==> config.mk <==
export PLATFORM = sky130hd
export DESIGN_NAME = sr_flipflop
export DESIGN_NICKNAME = d
export VERILOG_FILES = /design/src/rtl/sr_pkg.sv /design/src/rtl/sr_bit.sv /design/src/rtl/sr_flipflop.sv
export SDC_FILE = /design/constraint.sdc
export NUM_CORES = 1
export LEC_CHECK = 0
export CAP_MARGIN = 10
export CORE_AREA = 3 3 40 42
export DETAILED_ROUTE_END_ITERATION = 6
export DIE_AREA = 0 0 43 45
export HOLD_SLACK_MARGIN = 0.1
export SLEW_MARGIN = 20
export SYNTH_ARGS = -nofsm -noshare
export SYNTH_HDL_FRONTEND = slang
export SYNTH_SLANG_ARGS = --single-unit
==> constraint.sdc <==
create_clock -name CLK -period 1.91 [get_ports CLK]
set_clock_uncertainty 0.2 [all_clocks]
set_input_delay 0.2865 -clock CLK [delete_from_list [all_inputs] [get_ports CLK]]
set_output_delay 0.2865 -clock CLK [all_outputs]
set_load 0.02 [all_outputs]
==> src/rtl/sr_pkg.sv <==
// Shared encodings for the SR flip-flop bank.
// Holds the forbidden-input policy codes and the (S,R) command enum.
package sr_pkg;

  localparam int SR_INV_NOR  = 0;
  localparam int SR_INV_SET  = 1;
  localparam int SR_INV_RST  = 2;
  localparam int SR_INV_HOLD = 3;

  typedef enum logic [1:0] {
    SR_HOLD    = 2'b00,
    SR_RESET   = 2'b01,
    SR_SET     = 2'b10,
    SR_INVALID = 2'b11
  } sr_cmd_t;

  function automatic sr_cmd_t sr_cmd(
    input logic s,
    input logic r
  );
    return sr_cmd_t'({s, r});
  endfunction

endpackage

==> src/rtl/sr_bit.sv <==
// Single SR storage cell: next-state decode plus forbidden-input flag.
// invalid_nxt is exposed so the top can update its sticky flag on the same edge.
module sr_bit
  import sr_pkg::*;
#(
  parameter int INVALID_MODE = SR_INV_NOR
) (
  input  logic clk,
  input  logic rst_n,
  input  logic s,
  input  logic r,
  output logic q,
  output logic q_bar,
  output logic invalid,
  output logic invalid_nxt
);

  sr_cmd_t cmd;
  logic    q_nxt;
  logic    qb_nxt;

  always_comb begin
    cmd         = sr_cmd(s, r);
    q_nxt       = q;
    qb_nxt      = q_bar;
    invalid_nxt = 1'b0;
    unique case (cmd)
      SR_HOLD: begin
        // Leaving the both-low NOR state settles to reset, no race.
        if (!q && !q_bar) begin
          qb_nxt = 1'b1;
        end
      end
      SR_SET: begin
        q_nxt  = 1'b1;
        qb_nxt = 1'b0;
      end
      SR_RESET: begin
        q_nxt  = 1'b0;
        qb_nxt = 1'b1;
      end
      SR_INVALID: begin
        invalid_nxt = 1'b1;
        if (INVALID_MODE == SR_INV_NOR) begin
          q_nxt  = 1'b0;
          qb_nxt = 1'b0;
        end else if (INVALID_MODE == SR_INV_SET) begin
          q_nxt  = 1'b1;
          qb_nxt = 1'b0;
        end else if (INVALID_MODE == SR_INV_RST) begin
          q_nxt  = 1'b0;
          qb_nxt = 1'b1;
        end
      end
    endcase
  end

  always_ff @(posedge clk) begin
    if (!rst_n) begin
      q       <= 1'b0;
      q_bar   <= 1'b1;
      invalid <= 1'b0;
    end else begin
      q       <= q_nxt;
      q_bar   <= qb_nxt;
      invalid <= invalid_nxt;
    end
  end

endmodule

==> src/rtl/sr_flipflop.sv <==
// Bank of WIDTH independent clocked SR bits with a shared sticky
// forbidden-input flag, cleared only by synchronous reset.
module sr_flipflop
  import sr_pkg::*;
#(
  parameter int WIDTH        = 1,
  parameter int INVALID_MODE = SR_INV_NOR
) (
  input  logic             CLK,
  input  logic             RST_N,
  input  logic [WIDTH-1:0] S,
  input  logic [WIDTH-1:0] R,
  output logic [WIDTH-1:0] Q,
  output logic [WIDTH-1:0] Q_bar,
  output logic [WIDTH-1:0] INVALID,
  output logic             INVALID_STICKY
);

  if (WIDTH < 1) begin : g_bad_width
    $error("sr_flipflop: WIDTH must be >= 1");
  end

  if (INVALID_MODE < 0 || INVALID_MODE > 3) begin : g_bad_mode
    $error("sr_flipflop: INVALID_MODE must be 0..3");
  end

  logic [WIDTH-1:0] inv_nxt;

  for (genvar i = 0; i < WIDTH; i++) begin : g_bit
    sr_bit #(
      .INVALID_MODE(INVALID_MODE)
    ) u_bit (
      .clk        (CLK),
      .rst_n      (RST_N),
      .s          (S[i]),
      .r          (R[i]),
      .q          (Q[i]),
      .q_bar      (Q_bar[i]),
      .invalid    (INVALID[i]),
      .invalid_nxt(inv_nxt[i])
    );
  end

  always_ff @(posedge CLK) begin
    if (!RST_N) begin
      INVALID_STICKY <= 1'b0;
    end else if (|inv_nxt) begin
      INVALID_STICKY <= 1'b1;
    end
  end

endmodule

==> out/metrics.cfg, run 1 <==
[timing]
worst_slew_pin_slew_ns=0.213
tns_ns=0
max_freq_ghz=0.599
slew_viol_final=0
period_share=0.875
min_period_ns=1.67
setup_viol=0
hold_viol_final=0
max_slew_margin=0.857
rsz0062_at_grt=false

[logic_synthesis]
yosys.area.top_type=dfxtp_1
synth_flop_cell=dfxtp_1
synth_area_sq_um=128
synth_cell_types=8
synth_edf_count=0
postSynthCellCount=11
synth.top_cell.area_share=0.627
synth_nets=15
ys_async_sr_fraction=0
synth_most_common_cell=dfxtp_1
ys_seq_elements=4
yosysWarnings=0
avgSynthCellArea_sq_um=11.6
yosysSeqAreaShare=0.627
synthTopCellsByArea=dfxtp_1, nor3b_2, and3_2, nor3b_1, nor2b_1

[worst_hold_path]
hp-class=reg -> reg

[cts]
cts_resized=0
htreeDepth=1
cts_buffers=3
postCtsHoldBufs=0
clk_pin_slew_ns=0.04
cts_tree=built
post-cts-setup-buffer-count=0
cts-root-buf=clkbuf_4
clockBufferDepth=2
clock_latency_ns=0.24
clkSinkCount=4

[worst_setup_path]
worstPathRequired_ns=1.42
critPathArrivalTime_ns=1.18
crit_path_end_kind=output port
r2r-end=g_bit[0].u_bit.q_bar$_SDFFE_PN1P_
cp_cell_sequence=clkdlybuf4s50_1
crit_path_start_kind=register
startpoint=g_bit[0].u_bit.q$_SDFFE_PN0P_
slowest_stage=clkdlybuf4s50_1
worstSetupPathType=reg -> out
path_delay_family=buffers and inverters
critical_path_depth=1
worst-r2r-setup-slack_ns=1.00
slowest_delay_ns=0.61
cp.buffers_inverters=1
worst-path-max-fanout=3
reg2reg_depth=2
regToRegStartpoint=g_bit[0].u_bit.q$_SDFFE_PN0P_
setup.worst_path.end=Q

[job]
cap_viol_max_count=0

[global_route]
grt_pass1_vias=114
antenna_found_initial=0
grt.total_usage=0.0442
grt_max_degree=5
grt_pass1_wl_um=517
grt_overflow=0

[die]
io_pins=8
coreArea_sq_um=1280
die_h_um=45
die-width_um=43
start_util=0.0993
dieArea_sq_um=1940
fp-row-count=13

[final_layout]
layout-drive-gt1-share=0.238
num_antenna_cells=0
final_util=0.186
nets=27
syn2layout_area_growth_pct=87.3

[drt]
avgViaCountPerCell=3.31
wl_um=290
wire_per_inst_um=8.06
dr.first_iter.drc_count=2
vias=119
drt.antenna.violating_nets=0
drc=0
drt_first_pass_iters=2

[placement]
io_buffers=7
place_congestion=0.593

[status]
status=completed

[pwr]
p_leak_nw=0.0894
ir_worst_vdd_uv=236
power_density_nw_per_um2=944

==> metrics by stage <==
stage                     cell area, sq um  power, W  hold slack [ns]  setup WS, ns  std cells
after floorplan                        128  0.000103            0.156         0.900         11
after global placement                 216  0.000120            0.271         0.481         33
after detailed placement               216  0.000120            0.284         0.482         33
after CTS                              239  0.000233            0.294         0.222         36
after global routing                   239  0.000243            0.344         0.190         36
final                                  239  0.000226            0.294         0.239         36
==> placed cells by master (no fill, tap or decap) <==
cell and n:
clkdlybuf4s50_1 7, nor2b_1 1, dfxtp_1 4, nor3b_1 1
a21oi_1 1, o21ai_1 1, and3_2 1, nor3b_2 1
clkbuf_4 3, nor2_1 1
==> layout make-up <==
type / count / area (sq um)
Multi-Input combinational cell: 7 / 47.5
Sequential cell: 4 / 80.1
Clock buffer: 3 / 22.5
Tap cell: 15 / 18.8
Timing Repair Buffer: 7 / 70.1
Fill cell: 146 / 1050
==> per-layer routing <==
layer,vias up,global-route usage,routed length [um]
met5,-,0,0
met4,0,0.0361,0
met3,0,0.0518,62
met2,10,0.0359,83
met1,50,0.0531,144
li1,59,-,-
==> logic make-up (layout without fill, tap and decap cells) <==
| family | count (synthesis) | after routing | synth area share |
|---|---|---|---|
| AOI/OAI and AO/OA | 2 | 2 | 0.0784 |
| buffers and inverters | 0 | 10 | 0 |
| DFF | 4 | 4 | 0.627 |
| and+or+nand+nor | 5 | 5 | 0.294 |
==> state kept, by name, summed over array words and instances (netlist names) <==
| register | count |
|---|---|
| g_bit.u_bit.invalid | 1 |
| g_bit.u_bit.q_bar | 1 |
| g_bit.u_bit.q | 1 |
| INVALID_STICKY | 1 |
==> where the power goes <==
group	internal [W]	switching, W
combinational	0.0000162	0.0000121
clock	0.0000704	0.0000362
sequential	0.0000885	0.00000215
total	0.000175	0.0000505
==> how the worst min path moves through the flow <==
stage	slack, ns	from	cells past startpoint	to
after floorplan	0.16	R	1	g_bit[0].u_bit.q$_SDFFE_PN0P_
after global placement	0.27	INVALID_STICKY$_SDFFE_PN0N_	2	INVALID_STICKY$_SDFFE_PN0N_
after detailed placement	0.28	INVALID_STICKY$_SDFFE_PN0N_	2	INVALID_STICKY$_SDFFE_PN0N_
after CTS	0.29	INVALID_STICKY$_SDFFE_PN0N_	2	INVALID_STICKY$_SDFFE_PN0N_
after global routing	0.34	g_bit[0].u_bit.q_bar$_SDFFE_PN1P_	2	g_bit[0].u_bit.q_bar$_SDFFE_PN1P_
final	0.29	INVALID_STICKY$_SDFFE_PN0N_	2	INVALID_STICKY$_SDFFE_PN0N_
Note: power is estimated with default switching activity, not from simulation.
==> inputs of run 2 (changes only) <==
Settings changed: CAP_MARGIN 10 to 20.
==> results of run 2 <==
No change in the layout: final DEF, timing and power equal those of run 1.
==> edit: new RTL, flow settings as in run 1 <==
Register the inputs `S` and `R` before use, cleared by the reset. The logic sees them one clock later.
--- a/src/rtl/sr_flipflop.sv
+++ b/src/rtl/sr_flipflop.sv
@@ -17,4 +17,17 @@
 );
 
+  logic [WIDTH-1:0] S_q;
+  logic [WIDTH-1:0] R_q;
+
+  always_ff @(posedge CLK) begin
+    if (!RST_N) begin
+      S_q <= '0;
+      R_q <= '0;
+    end else begin
+      S_q <= S;
+      R_q <= R;
+    end
+  end
+
   if (WIDTH < 1) begin : g_bad_width
     $error("sr_flipflop: WIDTH must be >= 1");
@@ -33,6 +46,6 @@
       .clk        (CLK),
       .rst_n      (RST_N),
-      .s          (S[i]),
-      .r          (R[i]),
+      .s          (S_q[i]),
+      .r          (R_q[i]),
       .q          (Q[i]),
       .q_bar      (Q_bar[i]),
Behaviour: not the same (a bounded check fails within 4 cycles, from zero or initial values and one cycle with RST_N low).
==> edit against run 1 <==
Final area increased by 22%. Worst hold slack lost 0.018 ns. Total power is 20% higher. Area after synthesis grew 41%. Wire length shrank 3.1%. Highest routed layer unchanged. Setup slack lost 0.0098 ns. Sequential share of layout area rose by 7.7 points. Sequential cell count grew 2. Largest power group is now sequential cells.
==> edit: results <==
finish:
  fin_nets: 31
  finish.cell_count_without_fillers: 40
  nFillCells: 145
  share_of_layout_cells_above_drive_strength_1_pct: 20.0
power_and_ir_drop:
  worst_ir_drop_vdd_mv: 0.245
  power.leakage_nw: 0.109
synth:
  synth_flop_cell: "sky130_fd_sc_hd__dfxtp_1"
  syn-instance-count: 15
  syn-num-nets: 19
  yosys.cell_types.count: 9
  ys_async_sr_fraction_pct: 0
  yosys-top-cells-area: "sky130_fd_sc_hd__dfxtp_1 67%, sky130_fd_sc_hd__and2_1 6.9%, sky130_fd_sc_hd__nor3b_2 6.9%"
  synth.yosys.seq_area_share_pct: 66.7
  synth_largest_type_area_fraction_pct: 66.7
  synth_compound_gate_area_share_pct: 5.56
routing:
  wl_met1_um: 138
  routed_wl_per_cell_um: 7.03
  via_count: 132
  met2_wirelength_um: 88
  wl_met3_um: 54
clock_network:
  insertion_delay_ns: 0.24
  post_cts_resize_count: 0
  number_of_setup_buffers_added_after_cts: 0
min_path:
  worst_hold_path.endpoint: "g_bit[0].u_bit.q_bar"
  timing.hold.worst.start: "S_q"
  hp-class: "flip-flop to flip-flop"
  hold_depth: 1
sta:
  max_slew_margin_pct: 85.8
setup_path:
  slowest_stage: "sky130_fd_sc_hd__clkdlybuf4s50_1"
  critical-path-max-stage-delay_ns: 0.61
placed_design:
  gp_congestion: 0.599
  buffer_ports.inserted: 7
  cell_count_after_placement: 37
global_routing:
  grt_first_pass_wirelength_um: 538
  grt_start_max_net_pins: 7
  globalRouteTotalUtil_pct: 4.43
  number_of_global_route_vias_before_repair: 135
status:
  run_status: "completed"
## edit: changes by cell type after synthesis, sizes merged
cell / change
dfxtp: +2
and2: +2
## edit: layer usage
layer / vias up / global-route usage [%]
met4: 0 / 1.81
met5: - / 0
li1: 70 / -
met2: 10 / 5.09
met3: 0 / 5.98
met1: 52 / 4.38
## edit: layout make-up
| type | count | share of cell area [%] |
|---|---|---|
| flip-flops and latches | 6 | 41.2 |
| repair buffers | 7 | 24.0 |
| well taps | 15 | 6.44 |
| multi-input cells | 9 | 20.6 |
| clock buffers | 3 | 7.73 |
## edit: power by group
part	switching [mW]	internal, mW	leakage, nW	total (mW)
registers	0.00400	0.131	0.0494	0.135
logic	0.00857	0.0147	0.0459	0.0232
clock network	0.0418	0.0708	0.0138	0.113
## edit: how the worst max path moves through the flow
stage,slack [ns],start,end
final,0.23,g_bit[0].u_bit.q,Q
after global routing,0.19,g_bit[0].u_bit.q,Q
after CTS,0.22,g_bit[0].u_bit.q,Q
after detailed placement,0.48,g_bit[0].u_bit.q,Q
after global placement,0.48,g_bit[0].u_bit.q,Q
after floorplan,0.90,g_bit[0].u_bit.q,g_bit[0].u_bit.q_bar
## edit: stage by stage
stage / hold WS [ns] / instance area [µm²] / total power, mW / worst slack (ns)
3_3_place_gp: 0.280 / 269 / 0.161 / 0.485
2_1_floorplan: 0.166 / 180 / 0.147 / 0.899
5_1_grt: 0.324 / 292 / 0.291 / 0.186
4_1_cts: 0.283 / 292 / 0.277 / 0.215
6_report: 0.276 / 292 / 0.271 / 0.229
3_5_place_dp: 0.276 / 269 / 0.161 / 0.478
